--- src/rtl/pll_phase_pkg.sv ---
// Shared types and helpers for the PLL dynamic-phase sequencer.
// Holds the FSM state encoding, the counter-select codes and the shortest-path step planner.
package pll_phase_pkg;

  typedef enum logic [2:0] {
    ST_IDLE,
    ST_ARESET,
    ST_CLKSW,
    ST_CALC,
    ST_SETUP,
    ST_STEP,
    ST_FINISH
  } state_t;

  localparam logic [2:0] SEL_ALL = 3'b000;
  localparam logic [2:0] SEL_M   = 3'b001;
  localparam logic [2:0] SEL_C0  = 3'b010;

  localparam int unsigned SWITCH_CLKS = 8;

  typedef struct packed {
    logic        up;
    logic [31:0] n;
  } step_plan_t;

  // d is the forward distance (target - ref) mod wrap; a tie at wrap/2 goes up.
  function automatic step_plan_t plan_steps(input logic [31:0] d, input logic [31:0] wrap);
    step_plan_t p;
    if (d <= (wrap >> 1)) begin
      p.up = 1'b1;
      p.n  = d;
    end else begin
      p.up = 1'b0;
      p.n  = wrap - d;
    end
    return p;
  endfunction

endpackage

--- src/rtl/pll_scanclk_gen.sv ---
// Scanclk divider: toggles scanclk every DIV clocks while enabled and counts half-periods.
// o_tick is high in the cycle whose closing edge performs the toggle.
module pll_scanclk_gen #(
  parameter int DIV = 16,
  parameter int HPW = 8
) (
  input  logic           clk,
  input  logic           rstn,
  input  logic           i_en,
  input  logic           i_clr,
  output logic           o_scanclk,
  output logic           o_tick,
  output logic [HPW-1:0] o_hp
);

  localparam int CW = $clog2(DIV);

  logic [CW-1:0]  r_div_cnt;
  logic           r_scanclk;
  logic [HPW-1:0] r_hp;

  assign o_tick    = i_en && (r_div_cnt == CW'(DIV - 1));
  assign o_scanclk = r_scanclk;
  assign o_hp      = r_hp;

  always_ff @(posedge clk or negedge rstn) begin
    if (!rstn) begin
      r_div_cnt <= '0;
      r_scanclk <= 1'b0;
      r_hp      <= '0;
    end else if (i_clr) begin
      r_div_cnt <= '0;
      r_scanclk <= 1'b0;
      r_hp      <= '0;
    end else if (i_en) begin
      if (o_tick) begin
        r_div_cnt <= '0;
        r_scanclk <= ~r_scanclk;
        r_hp      <= r_hp + 1'b1;
      end else begin
        r_div_cnt <= r_div_cnt + 1'b1;
      end
    end
  end

endmodule

--- src/rtl/pll_phase_sequencer.sv ---
// PLL dynamic-phase sequencer: tracks counter phases and steps the PLL along the shortest path.
// Define PLL_CLKSWITCH_EN to enable the areset/clkswitch input-clock change before stepping.
module pll_phase_sequencer
  import pll_phase_pkg::*;
#(
  parameter int NCNT     = 5,
  parameter int PHW      = 6,
  parameter int DIV      = 16,
  parameter int STEPHOLD = 6,
  parameter int MINHP    = 8,
  parameter int TIMEOUT  = 108
) (
  input  logic              clk,
  input  logic              rstn,
  input  logic              update,
  input  logic [2:0]        sel,
  input  logic [PHW-1:0]    target,
  input  logic              clksrc,
  input  logic              phase_done,
  output logic              areset,
  output logic              clkswitch,
  output logic [2:0]        phasecounterselect,
  output logic              phaseupdown,
  output logic              phasestep,
  output logic              scanclk,
  output logic              busy,
  output logic              done,
  output logic              err,
  output logic [NCNT*PHW-1:0] cur_phase,
  output state_t            o_dbg_state
);

  localparam int WRAP = 2 ** PHW;
  localparam int HPW  = $clog2(TIMEOUT + 2);

  state_t         r_state, w_next;
  logic [2:0]     r_sel;
  logic [PHW-1:0] r_target;
  logic           r_dir;
  logic [PHW-1:0] r_nrem;
  logic [PHW-1:0] r_phase [NCNT];
  logic           r_busy, r_done, r_err;
  logic [2:0]     r_pcs;
  logic           r_updown, r_phasestep;

  logic [2:0]     w_k;
  logic           w_sel_valid;
  logic [PHW-1:0] w_ref, w_d;
  step_plan_t     w_plan;
  logic           w_unused_plan_hi;
  logic           w_tick;
  logic [HPW-1:0] w_hp, w_hp_nxt;
  logic           w_step_ok, w_timeout;
  logic           w_need_sw, w_wait_last;

`ifdef PLL_CLKSWITCH_EN
  logic [2:0] r_wait;
  logic       r_cur_src;

  assign w_need_sw   = (clksrc != r_cur_src);
  assign w_wait_last = (r_wait == 3'(SWITCH_CLKS - 1));
  assign areset      = (r_state == ST_ARESET);
  assign clkswitch   = (r_state == ST_CLKSW);

  always_ff @(posedge clk or negedge rstn) begin
    if (!rstn) begin
      r_wait    <= '0;
      r_cur_src <= 1'b0;
    end else if (r_state == ST_ARESET || r_state == ST_CLKSW) begin
      r_wait <= r_wait + 1'b1;
      if (r_state == ST_CLKSW && w_wait_last) r_cur_src <= ~r_cur_src;
    end else begin
      r_wait <= '0;
    end
  end
`else
  logic w_unused_clksrc;
  assign w_unused_clksrc = clksrc;
  assign w_need_sw       = 1'b0;
  assign w_wait_last     = 1'b0;
  assign areset          = 1'b0;
  assign clkswitch       = 1'b0;
`endif

  pll_scanclk_gen #(.DIV(DIV), .HPW(HPW)) u_scanclk (
    .clk       (clk),
    .rstn      (rstn),
    .i_en      (r_state == ST_STEP),
    .i_clr     (w_next != ST_STEP),
    .o_scanclk (scanclk),
    .o_tick    (w_tick),
    .o_hp      (w_hp)
  );

  always_comb begin
    w_k         = r_sel - SEL_C0;
    w_sel_valid = (r_sel == SEL_ALL) || ((r_sel >= SEL_C0) && (int'(w_k) < NCNT));
    w_ref       = r_phase[0];
    for (int i = 0; i < NCNT; i++) begin
      if (int'(w_k) == i) w_ref = r_phase[i];
    end
    w_d              = r_target - w_ref;
    w_plan           = plan_steps(32'(w_d), 32'(WRAP));
    w_unused_plan_hi = |w_plan.n[31:PHW];
    w_hp_nxt         = w_hp + 1'b1;
    w_step_ok        = w_tick && (w_hp_nxt >= HPW'(MINHP)) && phase_done;
    w_timeout        = w_tick && !w_step_ok && (w_hp_nxt > HPW'(TIMEOUT));
  end

  // update is a one-cycle request taken only in IDLE; busy is the not-ready flag, so
  // a request raised while busy is dropped rather than held.
  always_comb begin
    w_next = r_state;
    case (r_state)
      ST_IDLE:   if (update) w_next = w_need_sw ? ST_ARESET : ST_CALC;
      ST_ARESET: if (w_wait_last) w_next = ST_CLKSW;
      ST_CLKSW:  if (w_wait_last) w_next = ST_CALC;
      ST_CALC:   w_next = (!w_sel_valid || w_d == '0) ? ST_FINISH : ST_SETUP;
      ST_SETUP:  w_next = ST_STEP;
      ST_STEP: begin
        if (w_step_ok)      w_next = (r_nrem == PHW'(1)) ? ST_FINISH : ST_SETUP;
        else if (w_timeout) w_next = ST_FINISH;
      end
      ST_FINISH: w_next = ST_IDLE;
      default:   w_next = ST_IDLE;
    endcase
  end

  always_ff @(posedge clk or negedge rstn) begin
    if (!rstn) r_state <= ST_IDLE;
    else       r_state <= w_next;
  end

  always_ff @(posedge clk or negedge rstn) begin
    if (!rstn) begin
      r_sel       <= '0;
      r_target    <= '0;
      r_dir       <= 1'b1;
      r_nrem      <= '0;
      r_busy      <= 1'b0;
      r_done      <= 1'b0;
      r_err       <= 1'b0;
      r_pcs       <= SEL_C0;
      r_updown    <= 1'b1;
      r_phasestep <= 1'b0;
      for (int i = 0; i < NCNT; i++) r_phase[i] <= '0;
    end else begin
      r_done <= (r_state == ST_FINISH);
      case (r_state)
        ST_IDLE: begin
          if (update) begin
            r_sel    <= sel;
            r_target <= target;
            r_busy   <= 1'b1;
            r_err    <= 1'b0;
          end
        end
        ST_CALC: begin
          if (!w_sel_valid) begin
            r_err <= 1'b1;
          end else begin
            r_dir  <= w_plan.up;
            r_nrem <= w_plan.n[PHW-1:0];
          end
        end
        ST_SETUP: begin
          r_pcs       <= r_sel;
          r_updown    <= r_dir;
          r_phasestep <= 1'b1;
        end
        ST_STEP: begin
          if (w_tick && w_hp_nxt == HPW'(STEPHOLD)) r_phasestep <= 1'b0;
          if (w_step_ok) begin
            r_phasestep <= 1'b0;
            r_nrem      <= r_nrem - 1'b1;
            for (int i = 0; i < NCNT; i++) begin
              if (r_sel == SEL_ALL || int'(w_k) == i)
                r_phase[i] <= r_dir ? r_phase[i] + 1'b1 : r_phase[i] - 1'b1;
            end
          end else if (w_timeout) begin
            r_phasestep <= 1'b0;
            r_err       <= 1'b1;
          end
        end
        ST_FINISH: r_busy <= 1'b0;
        default: ;
      endcase
    end
  end

  always_comb begin
    cur_phase = '0;
    for (int i = 0; i < NCNT; i++) cur_phase[i*PHW +: PHW] = r_phase[i];
  end

  assign phasecounterselect = r_pcs;
  assign phaseupdown        = r_updown;
  assign phasestep          = r_phasestep;
  assign busy               = r_busy;
  assign done               = r_done;
  assign err                = r_err;
  assign o_dbg_state        = r_state;

endmodule

--- config.mk ---
export PLATFORM = sky130hd
export DESIGN_NAME = pll_phase_sequencer
export DESIGN_NICKNAME = d
export VERILOG_FILES = /design/src/rtl/pll_phase_pkg.sv /design/src/rtl/pll_scanclk_gen.sv /design/src/rtl/pll_phase_sequencer.sv
export SDC_FILE = /design/constraint.sdc
export NUM_CORES = 1
export LEC_CHECK = 0
export CAP_MARGIN = 20
export CORE_MARGIN = 2
export CORE_UTILIZATION = 55
export DETAILED_ROUTE_END_ITERATION = 8
export HOLD_SLACK_MARGIN = 0.1
export PLACE_DENSITY = 0.81
export SLEW_MARGIN = 20
export SYNTH_ARGS = -nofsm -noshare
export SYNTH_HDL_FRONTEND = slang
export SYNTH_SLANG_ARGS = --single-unit
--- constraint.sdc ---
create_clock -name clk -period 5.5 [get_ports clk]
set_clock_uncertainty 0.05 [all_clocks]
set_input_delay 1.1 -clock clk [delete_from_list [all_inputs] [get_ports clk]]
set_output_delay 1.1 -clock clk [all_outputs]
set_load 0.01 [all_outputs]
* Word level (Yosys, flattened, before mapping)
Index checks and enable logic that the tools add are counted.
** Storage, ports and cells
- Register bits after elaboration :: 69
- Input bits :: 14
- Logic and storage cells :: 140
** Operators by class
- Add/subtract/negate cells :: 16
- $lt $le $gt $ge :: 5
- Eq/ne operators :: 21
- Multiplexer cells :: 39
- Bitwise logic cells :: 1
- Reduce and logical (&&, ||, !) cells :: 39
** Operators with widths (count)
- two-way mux 6 bit :: 11
- subtractor 6 x 1 -> 6 bit, second input constant :: 6
- two-way mux 33 bit :: 1
- adder 6 x 1 -> 6 bit, second input constant :: 5
- two-way mux 7 bit :: 3
- == test 3 bit, second input constant :: 6
- AND reduction 3 bit :: 6
- case mux 3 bit (5 select lines) :: 1
- two-way mux 4 bit :: 3
- inequality test 2 bit, second input constant :: 6
- case mux 6 bit (2 select lines) :: 1
- two-way mux 1 bit :: 11
- AND reduction 2 bit :: 5
- nonzero test 2 bit :: 5
- == test 3 x 2 -> 1 bit, second input constant :: 3
- logical NOT 3 bit :: 3
- two-way mux 3 bit :: 3
- subtractor 7 x 6 -> 8 bit, first input constant :: 1
- adder 7 x 1 -> 7 bit, second input constant :: 1
- == test 7 x 3 -> 1 bit, second input constant :: 1
- greater-or-equal comparator 7 x 4 -> 1 bit, second input constant :: 1
- > comparator 7 bit, second input constant :: 1
- logical AND 1 bit :: 7
- logical OR 1 bit :: 7
- 20 further kinds :: 23

* Depth between registers and ports, before layout
Gate-level depths: netlist (run 1).
- Depth after elaboration :: 14
- Depth in mapped cells :: 20
- Depth with buffers taken out :: 16

* Modules after synthesis
Synthesis (run 1) repeated with hierarchy kept, for this count alone.
** Second synthesis, totals
- Cells, all modules :: 497
- Area, all modules :: 4747.1 µm²
** Modules (own cells, without submodules)
- pll_phase_sequencer :: instances 1, cells an instance 437, area each 4160.2 µm², sequential area each 1430.1 µm²
- pll_scanclk_gen :: instances 1, cells an instance 60, area each 586.8 µm², sequential area each 300.3 µm²

* Worst setup path before layout (run 1)
OpenSTA, ideal clock, no wires.
- Path type :: flip-flop to flip-flop
- From :: reg r_sel[1]
- To :: reg r_state[1] (netlist: o_dbg_state[1])
- Library setup time :: 0.064 ns
- Data arrival time :: 4.389 ns
- Required time :: 5.386 ns
- Slack :: 0.997 ns
- Cell stages (with the launch flop) :: 21
- Path through :: dfrtp_1 buf_1 clkinv_1 clkbuf_1 ha_1 clkbuf_1 clkbuf_1 a21oi_1 a21oi_1 o21ai_0 a21oi_1 ha_1 inv_1 fa_1 a21o_1 a21oi_1 xor2_1 and3_1 o21ai_0 a311oi_1 or3_1
** Between the ends
- Word-level cells in the longest chain between the ends :: 11
- Elaborated cells between the ends (all ways) :: 20
- Those cells by class :: add/sub: 2; order compare: 2; eq/ne: 4; mux: 6; reduce/logical: 6
** RTL lines
- start: declaration :: RTL line pll_phase_sequencer.sv:37 : logic [2:0] r_sel;
- start signal: assignment :: RTL line pll_phase_sequencer.sv:152 : r_sel <= sel;
- subtractor 3 x 2 -> 3 bit :: RTL line pll_phase_sequencer.sv:96 : w_k = r_sel - SEL_C0;
- == test 3 x 2 -> 1 bit :: RTL line pll_phase_sequencer.sv:100 : if (int'(w_k) == i) w_ref = r_phase[i];
- two-way mux 6 bit (4 in series) :: RTL line pll_phase_sequencer.sv:100
- subtractor 6 bit :: RTL line pll_phase_sequencer.sv:102 : w_d = r_target - w_ref;
- logical NOT 6 bit :: RTL line pll_phase_sequencer.sv:118 : ST_CALC: w_next = (!w_sel_valid || w_d == '0) ? ST_FINISH : ST_SETUP;
- logical OR 1 bit * :: RTL line pll_phase_sequencer.sv:118
- two-way mux 2 bit * :: RTL line pll_phase_sequencer.sv:118
- case mux 3 bit (5 select lines) * :: RTL line pll_phase_sequencer.sv:114 : case (r_state)
- named net w_next[1] :: RTL line pll_phase_sequencer.sv:36 : state_t r_state, w_next;
- end signal: assignment :: RTL line pll_phase_sequencer.sv:131 : else r_state <= w_next;
- end: declaration :: RTL line pll_phase_sequencer.sv:36
Mark *: on every way through the listed nets, which the timed path passes. The rest lies on a longest branch.
A chain may end at the register's enable or synchronous reset.

* Worst setup path in the final report (run 1)
- From :: reg r_sel[1]
- To :: reg r_nrem[5]
** Between the ends
- Word-level cells in the longest chain between the ends :: 11
- Elaborated cells between the ends (all ways) :: 22
- Those cells by class :: add/sub: 3; order compare: 3; eq/ne: 5; mux: 7; reduce/logical: 4
** RTL lines
- subtractor 3 x 2 -> 3 bit :: RTL line pll_phase_sequencer.sv:96
- == test 3 x 2 -> 1 bit :: RTL line pll_phase_sequencer.sv:100
- two-way mux 6 bit (4 in series) :: RTL line pll_phase_sequencer.sv:100
- subtractor 6 bit :: RTL line pll_phase_sequencer.sv:102
- subtractor 7 x 6 -> 8 bit or less-or-equal comparator 6 bit (tied branches) :: RTL line pll_phase_pkg.sv:34, pll_phase_pkg.sv:29
- two-way mux 33 bit :: RTL line pll_phase_pkg.sv:29 : if (d <= (wrap >> 1)) begin
- two-way mux 6 bit :: RTL line pll_phase_sequencer.sv:159 : if (!w_sel_valid) begin
- case mux 6 bit (2 select lines) :: RTL line pll_phase_sequencer.sv:149 : case (r_state)
- end signal: assignment :: RTL line pll_phase_sequencer.sv:163 : r_nrem <= w_plan.n[PHW-1:0];
- end signal: assignment :: RTL line pll_phase_sequencer.sv:175 : r_nrem <= r_nrem - 1'b1;
- end: declaration :: RTL line pll_phase_sequencer.sv:40 : logic [PHW-1:0] r_nrem;
Parallel ways exist; a longest one is shown, timed or not. The select of a mux whose other input is x is not followed.

==> results of run 1 <==
worst max-delay path, cell delays in order, from the launching register on:
cell	delay (ns)
dfrtp_1	0.69
clkinv_1	0.19
ha_1	0.82
a21oi_1	0.13
a21oi_1	0.19
o21ai_0	0.11
a21oi_1	0.16
ha_1	0.20
inv_1	0.06
fa_1	0.40
a21o_1	0.17
a21oi_1	0.17
xor2_1	0.31
nand2_1	0.10
nor4_1	0.35
a21boi_0	0.16
o21ai_0	0.17
cells in the mapped netlist (4+ instances only):
master	number	area (sq um)
dfrtp_1	66	1650
a21oi_1	49	245
nor2_1	48	180
ha_1	34	425
xnor2_1	32	280
nand2_1	29	109
inv_1	19	71.3
o21ai_0	18	90.1
mux2_2	16	180
mux2i_1	13	130
clkbuf_1	12	45.0
xor2_1	12	105
a21o_1	9	67.6
nor3_1	8	40.0
o21bai_1	7	52.6
and2_1	6	37.5
buf_4	6	45.0
fa_1	6	120
mux2_1	6	67.6
nand3_1	6	30.0
a31oi_1	5	31.3
or3_1	5	31.3
a221oi_1	4	35.0
and3b_1	4	35.0
mux2_4	4	60.1
nor2b_1	4	25.0
report_power, final:
group	switching, mW	total [mW]	leakage, nW	internal, mW
registers	0.0993	0.700	0.904	0.601
logic	0.968	1.70	1.52	0.734
clock network	0.199	0.512	0.121	0.314
total	1.27	2.91	2.54	1.65
per-layer routing:
| metal | wire length, um | global-route usage | part of all wire | vias up |
|---|---|---|---|---|
| li1 | - | - | - | 1845 |
| met1 | 4670 | 0.302 | 0.44 | 1893 |
| met2 | 5360 | 0.385 | 0.51 | 89 |
| met3 | 407 | 0.0482 | 0.038 | 16 |
| met4 | 160 | 0.0662 | 0.015 | 0 |
| met5 | 0 | 0 | 0 | - |
how the worst max path moves through the flow:
stage / from / end / slack [ns] / cells past startpoint
floorplan: r_sel[1] / o_dbg_state[1] / 1.0 / 20
CTS: r_sel[1] / o_dbg_state[1] / 1.05 / 16
detailed placement: r_sel[1] / o_dbg_state[1] / 1.12 / 16
finish: r_sel[1] / r_nrem[5] / 0.99 / 16
global placement: r_sel[1] / o_dbg_state[1] / 1.22 / 16
global route: r_sel[1] / r_nrem[5] / 0.62 / 16
cell families after synthesis:
kind of cell | Yosys count
flip-flops | 69
XOR/XNOR | 44
other | 1
AO/OA/AOI/OAI | 120
adder cells (fa/ha/maj) | 40
multiplexers | 39
AND/OR/NAND/NOR | 137
buffers and inverters | 45
metrics by stage:
step | worst slack [ns] | instance area [sq um] | power [mW] | hold slack (ns)
after floorplan | 0.997 | 4810 | 2.02 | 0.421
after global placement | 1.22 | 5400 | 2.31 | 0.444
after detailed placement | 1.12 | 5400 | 2.38 | 0.462
after CTS | 1.05 | 5640 | 2.91 | 0.468
after global routing | 0.622 | 5640 | 3.14 | 0.487
final | 0.991 | 5640 | 2.91 | 0.464
flip-flops by register name (all words and copies together), names as in the netlist:
register             cells
u_scanclk.r_div_cnt      4
cur_phase               30
r_sel                    3
phasecounterselect       3
u_scanclk.o_hp           7
u_scanclk.o_scanclk      1
done                     1
err                      1
busy                     1
r_dir                    1
phaseupdown              1
phasestep                1
o_dbg_state              3
r_nrem                   6
r_target                 6
layout make-up:
cell class / count / area share
multi-input combinational: 382 / 0.512
sequential: 69 / 0.307
timing repair buffer: 58 / 0.100
clock buffer: 12 / 0.0257
tap: 108 / 0.0240
clock inverter: 4 / 0.0169
inverter: 22 / 0.0146
cell usage in the layout, fill, tap and decap left out, drive strengths merged, types with 3 or more instances in the layout:
cell,n
inv,21
a31oi,5
bufinv,3
nor2b,4
nor2,50
o21bai,7
xnor2,32
and2,7
mux2,26
ha,34
o211ai,3
mux2i,13
fa,6
clkdlybuf4s50,53
nor3,11
a21oi,50
and3b,4
nand3,7
o31ai,3
dfstp,3
or3,6
a221oi,4
a21o,9
nand2,30
xor2,12
and3,4
o21ai,19
buf,5
clkbuf,12
dfrtp,66
nand4,3
==> impl_metrics.json, run 1 <==
{
  "post-cts-setup-buffers": 0,
  "antennaDiodeCount": 0,
  "min_from": "cur_phase[11]",
  "clk_pin_slew_ns": 0.07,
  "slew_headroom": 0.391,
  "synth_compound_area_frac": 0.164,
  "async_flop_share": 1.00,
  "synth_mux_area_frac": 0.0910,
  "setup_viol": 0,
  "drt_first_pass_iters": 5,
  "ys_seq_area_frac": 0.360,
  "min_period_over_period": 0.820,
  "grt_pass1_wl_mm": 17.8,
  "end_kind": "flop",
  "cts-root-buf": "clkbuf_8",
  "ant_nets": 0,
  "tightest_slew_ns": 0.911,
  "grt_start_max_net_pins": 70,
  "hold_viol_final": 0,
  "syn_inst": 495,
  "p_leak_nw": 2.54,
  "layout.cells.non_filler": 655,
  "final_nets": 596,
  "regToRegSetupSlack_ns": 0.99,
  "startpoint_type": "flop",
  "synth_top_family_by_area": "compound AO/OA/AOI/OAI gates",
  "die_h_um": 97.5,
  "clkSinkCount": 69,
  "status": "finished, final reports clean",
  "clk_path_buf_depth": 2,
  "min_delay_worst_endpoint": "cur_phase[11]",
  "dp.cells": 639,
  "cts_tree": "yes",
  "gp_congestion": 0.868,
  "worstPathArrival_ns": 4.73,
  "syn_area_sq_um": 4810,
  "row_count": 34,
  "core_area_sq_um": 8590,
  "maxSlewViolCount": 0,
  "power_density_nw_per_um2": 517,
  "layout-drive-gt1-share": 0.112,
  "hpwl_mm": 7.53,
  "regArea_sq_um": 1730,
  "synth-warning-count": 0,
  "fin_crit_ns": 4.51,
  "grt_setup_unrepaired": "false",
  "finalCoreUtilization": 0.656,
  "io-pin-count": 58,
  "r2r_end": "r_nrem[5]",
  "whs_path_depth": 1,
  "drc_errors": 0,
  "post_drt_wl_per_cell_um": 16.2,
  "htree_levels": 3,
  "worstHoldPathType": "flop to flop",
  "drt-vias-per-instance": 5.87,
  "ys_ff_latch": 69,
  "synthSimpleGateAreaFrac": 0.149,
  "path_class": "flop to flop",
  "vias": 3843,
  "max_freq_ghz": 0.222,
  "antenna_found_initial": 0,
  "tns_ns": 0,
  "die-area_sq_um": 9510,
  "clk_latency_ns": 0.35,
  "cts-buffers-inserted": 9,
  "cts_hold_buf": 0,
  "multi_input_area_sq_um": 2890,
  "avgSynthCellArea_sq_um": 9.72,
  "grt_pass1_vias": 3727,
  "critPathMaxFanout": 27,
  "yosys.area_share.adder": 0.113,
  "post_cts_resized": 0,
  "place.port_buffers": 54,
  "dieWidth_um": 97.5,
  "cp_data_required_time_ns": 5.72,
  "r2r_cells": 16,
  "yosys.cell_types.count": 71,
  "grt_use_total": 0.230,
  "peakVddDrop_v": 0.000278,
  "syn_to_final_growth_pct": 17.2,
  "drt-initial-drc-count": 119,
  "fillCellCount": 686,
  "maxCapViolCount": 0,
  "synthFlopType": "dfrtp_1",
  "start_util": 0.560,
  "synth-xor-area-share": 0.0801,
  "reg2reg_from": "r_sel[1]",
  "synth_edf_count": 0,
  "grt_overflow": 0,
  "wl_mm": 10.6
}
Power figures use the tool's default switching activity.
==> run 2: changes to the inputs <==
--- a/config.mk
+++ b/config.mk
@@ -7,10 +7,10 @@
 export LEC_CHECK = 0
 export CAP_MARGIN = 20
 export CORE_MARGIN = 2
-export CORE_UTILIZATION = 55
+export CORE_UTILIZATION = 51
 export DETAILED_ROUTE_END_ITERATION = 8
 export HOLD_SLACK_MARGIN = 0.1
-export PLACE_DENSITY = 0.81
+export PLACE_DENSITY = 0.79
 export SLEW_MARGIN = 20
 export SYNTH_ARGS = -nofsm -noshare
 export SYNTH_HDL_FRONTEND = slang
==> constraint.sdc (replaced) <==
create_clock -name clk -period 3.9 [get_ports clk]
set_clock_uncertainty 0.05 [all_clocks]
set_input_delay 0.78 -clock clk [delete_from_list [all_inputs] [get_ports clk]]
set_output_delay 0.78 -clock clk [all_outputs]
set_load 0.01 [all_outputs]
==> run 2 against run 1 <==
- total power grew 39%
- hold slack got worse by 0.13 ns
- design area increased by 0.18%
- non-clock buffer count up 7
- critical path depth did not move
- sequential share of layout area shrank 0.054 points
- register-to-register slack lost 0.73 ns
- critical endpoint is now o_dbg_state[1]
- highest routed layer unchanged
==> impl_metrics.json, run 2 (synthesized netlist as in run 1, its figures left out) <==
{
  "grt_pass1_vias": 3894,
  "reg2reg_from": "r_sel[1]",
  "final_cell_mix": "66 x dfrtp_1, 53 x clkdlybuf4s50_1, 49 x a21oi_1",
  "clk_pin_slew_ns": 0.08,
  "worstPathArrival_ns": 3.81,
  "worstHoldPathType": "input pin to asynchronous set/reset pin",
  "place.port_buffers": 54,
  "post-cts-setup-buffers": 0,
  "die_h_um": 101,
  "cts-buffers-inserted": 9,
  "dieWidth_um": 101,
  "layout-drive-gt1-share": 0.126,
  "max_freq_ghz": 0.275,
  "path_cells": "clkinv_2 > ha_4 > a21oi_1 > a21oi_1 > o21ai_0 > a21oi_1 > ha_1 > inv_1 > fa_1 > a21o_1 > a21oi_1 > xor2_2 > and3_1 > o21ai_0 > a311oi_1 > or3_1",
  "row_count": 35,
  "peakVddDrop_v": 0.000388,
  "path_class": "flop to flop",
  "final_nets": 603,
  "grt_use_total": 0.228,
  "cts_hold_buf": 0,
  "start_util": 0.523,
  "drt-initial-drc-count": 215,
  "critPathMaxFanout": 14,
  "placed_area_sq_um": 5460,
  "power.share.combinational": 0.631,
  "drt_first_pass_iters": 5,
  "final_common_cell": "dfrtp_1",
  "drc_errors": 0,
  "gp_congestion": 0.893,
  "place_ws_ns": 0.103,
  "antenna_found_initial": 0,
  "min_period_over_period": 0.932,
  "clkSinkCount": 69,
  "wl_mm": 10.7,
  "antennaDiodeCount": 0,
  "hold_viol_final": 0,
  "tightest_slew_ns": 0.659,
  "clkPwrFrac": 0.130,
  "p_int_mw": 2.22,
  "r2r_end": "o_dbg_state[1]",
  "end_kind": "flop",
  "syn_to_final_growth_pct": 17.5,
  "status": "finished, final reports clean",
  "ant_nets": 0,
  "drt-vias-per-instance": 5.82,
  "regToRegSetupSlack_ns": 0.26,
  "maxCapViolCount": 0,
  "fin_crit_ns": 3.64,
  "grt_overflow": 0,
  "power_density_nw_per_um2": 716,
  "switchingPower_mw": 1.82,
  "grt_pass1_wl_mm": 18.5,
  "slew_headroom": 0.560,
  "final.setup.worst_slack_ns": 0.263,
  "crit_top_cell": "a21oi_1",
  "grt_start_max_net_pins": 31,
  "fillCellCount": 749,
  "post_cts_resized": 0,
  "vias": 3873,
  "die-area_sq_um": 10200,
  "cts-root-buf": "clkbuf_8",
  "seqPwrFrac": 0.239,
  "core_area_sq_um": 9200,
  "htree_levels": 3,
  "regArea_sq_um": 1730,
  "io-pin-count": 58,
  "fin_area_sq_um": 5650,
  "critPathLaunch": "r_sel[1]",
  "p_leak_nw": 2.55,
  "clk_latency_ns": 0.34,
  "r2r_cells": 16,
  "post_drt_wl_per_cell_um": 16.2,
  "switching_share": 0.450,
  "crit_slowest_cell": "fa_1",
  "startpoint_type": "flop",
  "hpwl_mm": 8.07,
  "setup_viol": 0,
  "cpPeakStageDelay_ns": 0.42,
  "clk_path_buf_depth": 2,
  "multi_input_area_sq_um": 2910,
  "largest_reg_flops": 30,
  "maxSlewViolCount": 0,
  "cp_data_required_time_ns": 4.07,
  "cts_tree": "yes"
}
## run 2: power groups by stage
stage / logic [mW] / registers, mW / clock network (mW)
5_1_grt: 2.84 / 0.984 / 0.568
6_report: 2.55 / 0.966 / 0.524
3_5_place_dp: 2.47 / 0.978 / 0
3_3_place_gp: 2.34 / 0.971 / 0
4_1_cts: 2.48 / 0.965 / 0.534
2_1_floorplan: 1.90 / 0.959 / 0
## run 2: metal layers
layer | vias to the layer above | routed length, um | track usage
li1 | 1863 | - | -
met1 | 1875 | 4640 | 0.293
met2 | 113 | 5420 | 0.377
met3 | 22 | 467 | 0.0423
met4 | 0 | 216 | 0.0967
met5 | - | 0 | 0
## run 2: worst max path at each step
stage / end / slack [ns]
floorplan: o_dbg_state[1] / 0.003
global placement: o_dbg_state[1] / 0.29
detailed placement: o_dbg_state[1] / 0.10
CTS: o_dbg_state[1] / 0.08
global route: o_dbg_state[1] / -0.005
finish: o_dbg_state[1] / 0.26
## run 2: area by class of cell
cell class,count,area share
inverters,22,0.0148
clock buffers,14,0.0288
well taps,111,0.0246
multi-input cells,382,0.514
clock inverters,2,0.00177
flip-flops and latches,69,0.306
repair buffers,65,0.109
## run 2: worst max-delay path: cells and delay by family (launching register included)
kind                       cells  cell delay, ns
xor gates and xnor gates       1            0.14
buffers and inverters          2            0.17
adders and majority gates      3            0.98
DFF                            1            0.37
and+or+nand+nor                2            0.61
AOI/OAI and AO/OA              8            1.20
## run 2: stage by stage
step / utilization / hold slack [ns] / setup TNS (ns) / cells / power [mW]
global route: 0.614 / 0.369 / -0.00531 / 665 / 4.40
global placement: 0.593 / 0.444 / 0 / 649 / 3.31
detailed placement: 0.593 / 0.449 / 0 / 649 / 3.45
floorplan: - / 0.421 / 0 / 496 / 2.86
CTS: 0.612 / 0.336 / 0 / 665 / 3.98
finish: 0.614 / 0.335 / 0 / 665 / 4.04
==> run 3: changes to the inputs <==
--- a/config.mk
+++ b/config.mk
@@ -7,10 +7,10 @@
 export LEC_CHECK = 0
 export CAP_MARGIN = 20
 export CORE_MARGIN = 2
-export CORE_UTILIZATION = 51
+export CORE_UTILIZATION = 25
 export DETAILED_ROUTE_END_ITERATION = 8
 export HOLD_SLACK_MARGIN = 0.1
-export PLACE_DENSITY = 0.79
+export PLACE_DENSITY = 0.44
 export SLEW_MARGIN = 20
 export SYNTH_ARGS = -nofsm -noshare
 export SYNTH_HDL_FRONTEND = slang
==> constraint.sdc (replaced) <==
create_clock -name clk -period 3.6 [get_ports clk]
set_clock_uncertainty 0.05 [all_clocks]
set_input_delay 0.72 -clock clk [delete_from_list [all_inputs] [get_ports clk]]
set_output_delay 0.72 -clock clk [all_outputs]
set_load 0.01 [all_outputs]
==> run 3 against run 2 <==
- cell count increased by 19%
- maximum frequency is 8.0% higher
- clock power is 97% higher
- sequential share of layout area fell by 2.0 points
- sequential power grew 9.7%
- worst setup slack got worse by 0.032 ns
- first-iteration DRC count is 20% lower
- flip-flop and latch count did not move
- combinational power rose by 19%
- die area up 99%
- routed wire length up 12%
- via count is 3.4% lower
==> impl_metrics.json, run 3 (synthesized netlist as in run 1, its figures left out) <==
{
  "cts_hold_buf": 0,
  "grt_use_total": 0.126,
  "die_h_um": 143,
  "ant_nets": 0,
  "final_cell_mix": "65 x dfrtp_1, 53 x clkdlybuf4s50_1, 48 x nor2_1",
  "end_kind": "flop",
  "final_common_cell": "dfrtp_1",
  "path_class": "flop to flop",
  "cts-root-buf": "clkbuf_16",
  "wl_mm": 12.1,
  "startpoint_type": "flop",
  "whs_ns": 0.428,
  "dieWidth_um": 143,
  "drt_first_pass_iters": 4,
  "hold_viol_final": 0,
  "drt-initial-drc-count": 173,
  "clk_latency_ns": 0.34,
  "row_count": 50,
  "maxSlewViolCount": 0,
  "drt-vias-per-instance": 4.74,
  "cpPeakStageDelay_ns": 0.42,
  "gp_congestion": 0.825,
  "largest_reg_flops": 30,
  "p_total_mw": 5.14,
  "r2r_end": "o_dbg_state[1]",
  "min_period_over_period": 0.936,
  "place.port_buffers": 54,
  "tightest_slew_ns": 0.827,
  "slew_headroom": 0.449,
  "worstHoldPathType": "input pin to asynchronous set/reset pin",
  "fin_crit_ns": 3.37,
  "path_delay_family": "compound AO/OA/AOI/OAI gates",
  "power_density_nw_per_um2": 848,
  "drc_errors": 0,
  "grt_start_max_net_pins": 38,
  "reg2reg_from": "r_sel[1]",
  "htree_levels": 3,
  "drt-met1-wl_mm": 5.74,
  "vias": 3741,
  "wl_met2_mm": 5.82,
  "status": "finished, final reports clean",
  "regToRegSetupSlack_ns": 0.23,
  "post_drt_wl_per_cell_um": 15.3,
  "r2r_cells": 16,
  "grt_overflow": 0,
  "p_leak_nw": 2.64,
  "cts-buffers-inserted": 9,
  "crit_buf_inv": 2,
  "cp_data_required_time_ns": 3.77,
  "core_area_sq_um": 18800,
  "io-pin-count": 58,
  "die-area_sq_um": 20400,
  "grt_setup_unrepaired": "false",
  "highest_layer": "met4",
  "antennaDiodeCount": 0,
  "hpwl_mm": 9.01,
  "clk_pin_slew_ns": 0.06,
  "setup_viol": 0,
  "clk_path_buf_depth": 2,
  "layout.cells.non_filler": 790,
  "path_cells": "buf_4 > or3_1 > o31ai_1 > a21oi_1 > o32ai_1 > a21oi_1 > ha_2 > inv_2 > fa_2 > a21o_1 > a21oi_2 > xor2_1 > and3_1 > o21ai_1 > a311oi_1 > or3_1",
  "grt_pass1_wl_mm": 19.9,
  "crit_slowest_cell": "dfrtp_2",
  "clkSinkCount": 69,
  "start_util": 0.256,
  "cts_tree": "yes",
  "route.met3.wl_um": 456,
  "max_freq_ghz": 0.297,
  "dp.cells": 772,
  "peakVddDrop_v": 0.000327,
  "syn_to_final_growth_pct": 25.9,
  "layout-drive-gt1-share": 0.149,
  "antenna_found_initial": 0,
  "grt_pass1_vias": 3811,
  "maxCapViolCount": 0,
  "final_nets": 605,
  "critPathMaxFanout": 14,
  "worstPathArrival_ns": 3.54
}
## run 3: how the worst max path moves through the flow
stage	start	endpoint	slack, ns	cells past startpoint
detailed placement	r_sel[1]	o_dbg_state[1]	0.04	13
global placement	r_sel[1]	o_dbg_state[1]	0.06	13
global route	r_sel[1]	r_nrem[5]	0.02	17
finish	r_sel[1]	o_dbg_state[1]	0.23	16
CTS	r_sel[1]	o_dbg_state[1]	0.02	13
floorplan	r_sel[1]	o_dbg_state[1]	-0.007	20
## run 3: per-layer routing
| layer | vias up | track usage |
|---|---|---|
| met5 | - | 0 |
| met3 | 4 | 0.0369 |
| met4 | 0 | 0.0261 |
| met1 | 1808 | 0.164 |
| li1 | 1866 | - |
| met2 | 63 | 0.208 |
## run 3: where the power goes
part / switching (mW) / total (mW) / internal (mW)
logic: 1.68 / 3.04 / 1.37
registers: 0.136 / 1.06 / 0.922
clock network: 0.340 / 1.03 / 0.695
total: 2.15 / 5.14 / 2.98
## run 3: cell type report
| cell class | count | area (sq um) |
|---|---|---|
| inverters | 22 | 95.1 |
| well taps | 234 | 293 |
| fillers | 1919 | 12700 |
| clock buffers | 12 | 246 |
| clock inverters | 4 | 95.1 |
| multi-input cells | 382 | 2940 |
| flip-flops and latches | 69 | 1730 |
| repair buffers | 67 | 656 |
## run 3: repair_timing
item                                    4_1_cts  5_1_grt
setup buffers                                 0        2
resized for setup                             0        6
endpoints found under the setup margin        0        6
## run 3: metrics by stage
step                utilization  worst slack [ns]  area, sq um  setup TNS, ns
floorplan                     -          -0.00662         4910       -0.00662
global placement          0.303            0.0608         5680              0
detailed placement        0.303            0.0416         5680              0
CTS                       0.321            0.0215         6020              0
global route              0.323            0.0212         6060              0
finish                    0.323             0.231         6060              0
## run 3: worst register-to-register path, cell delays in order, from the launching register on
cell and delay [ns]:
dfrtp_2 0.42, buf_4 0.24, or3_1 0.15, o31ai_1 0.07, a21oi_1 0.21, o32ai_1 0.10, a21oi_1 0.17, ha_2 0.23
inv_2 0.04, fa_2 0.35, a21o_1 0.18, a21oi_2 0.14, xor2_1 0.10, and3_1 0.19, o21ai_1 0.12, a311oi_1 0.11
or3_1 0.39
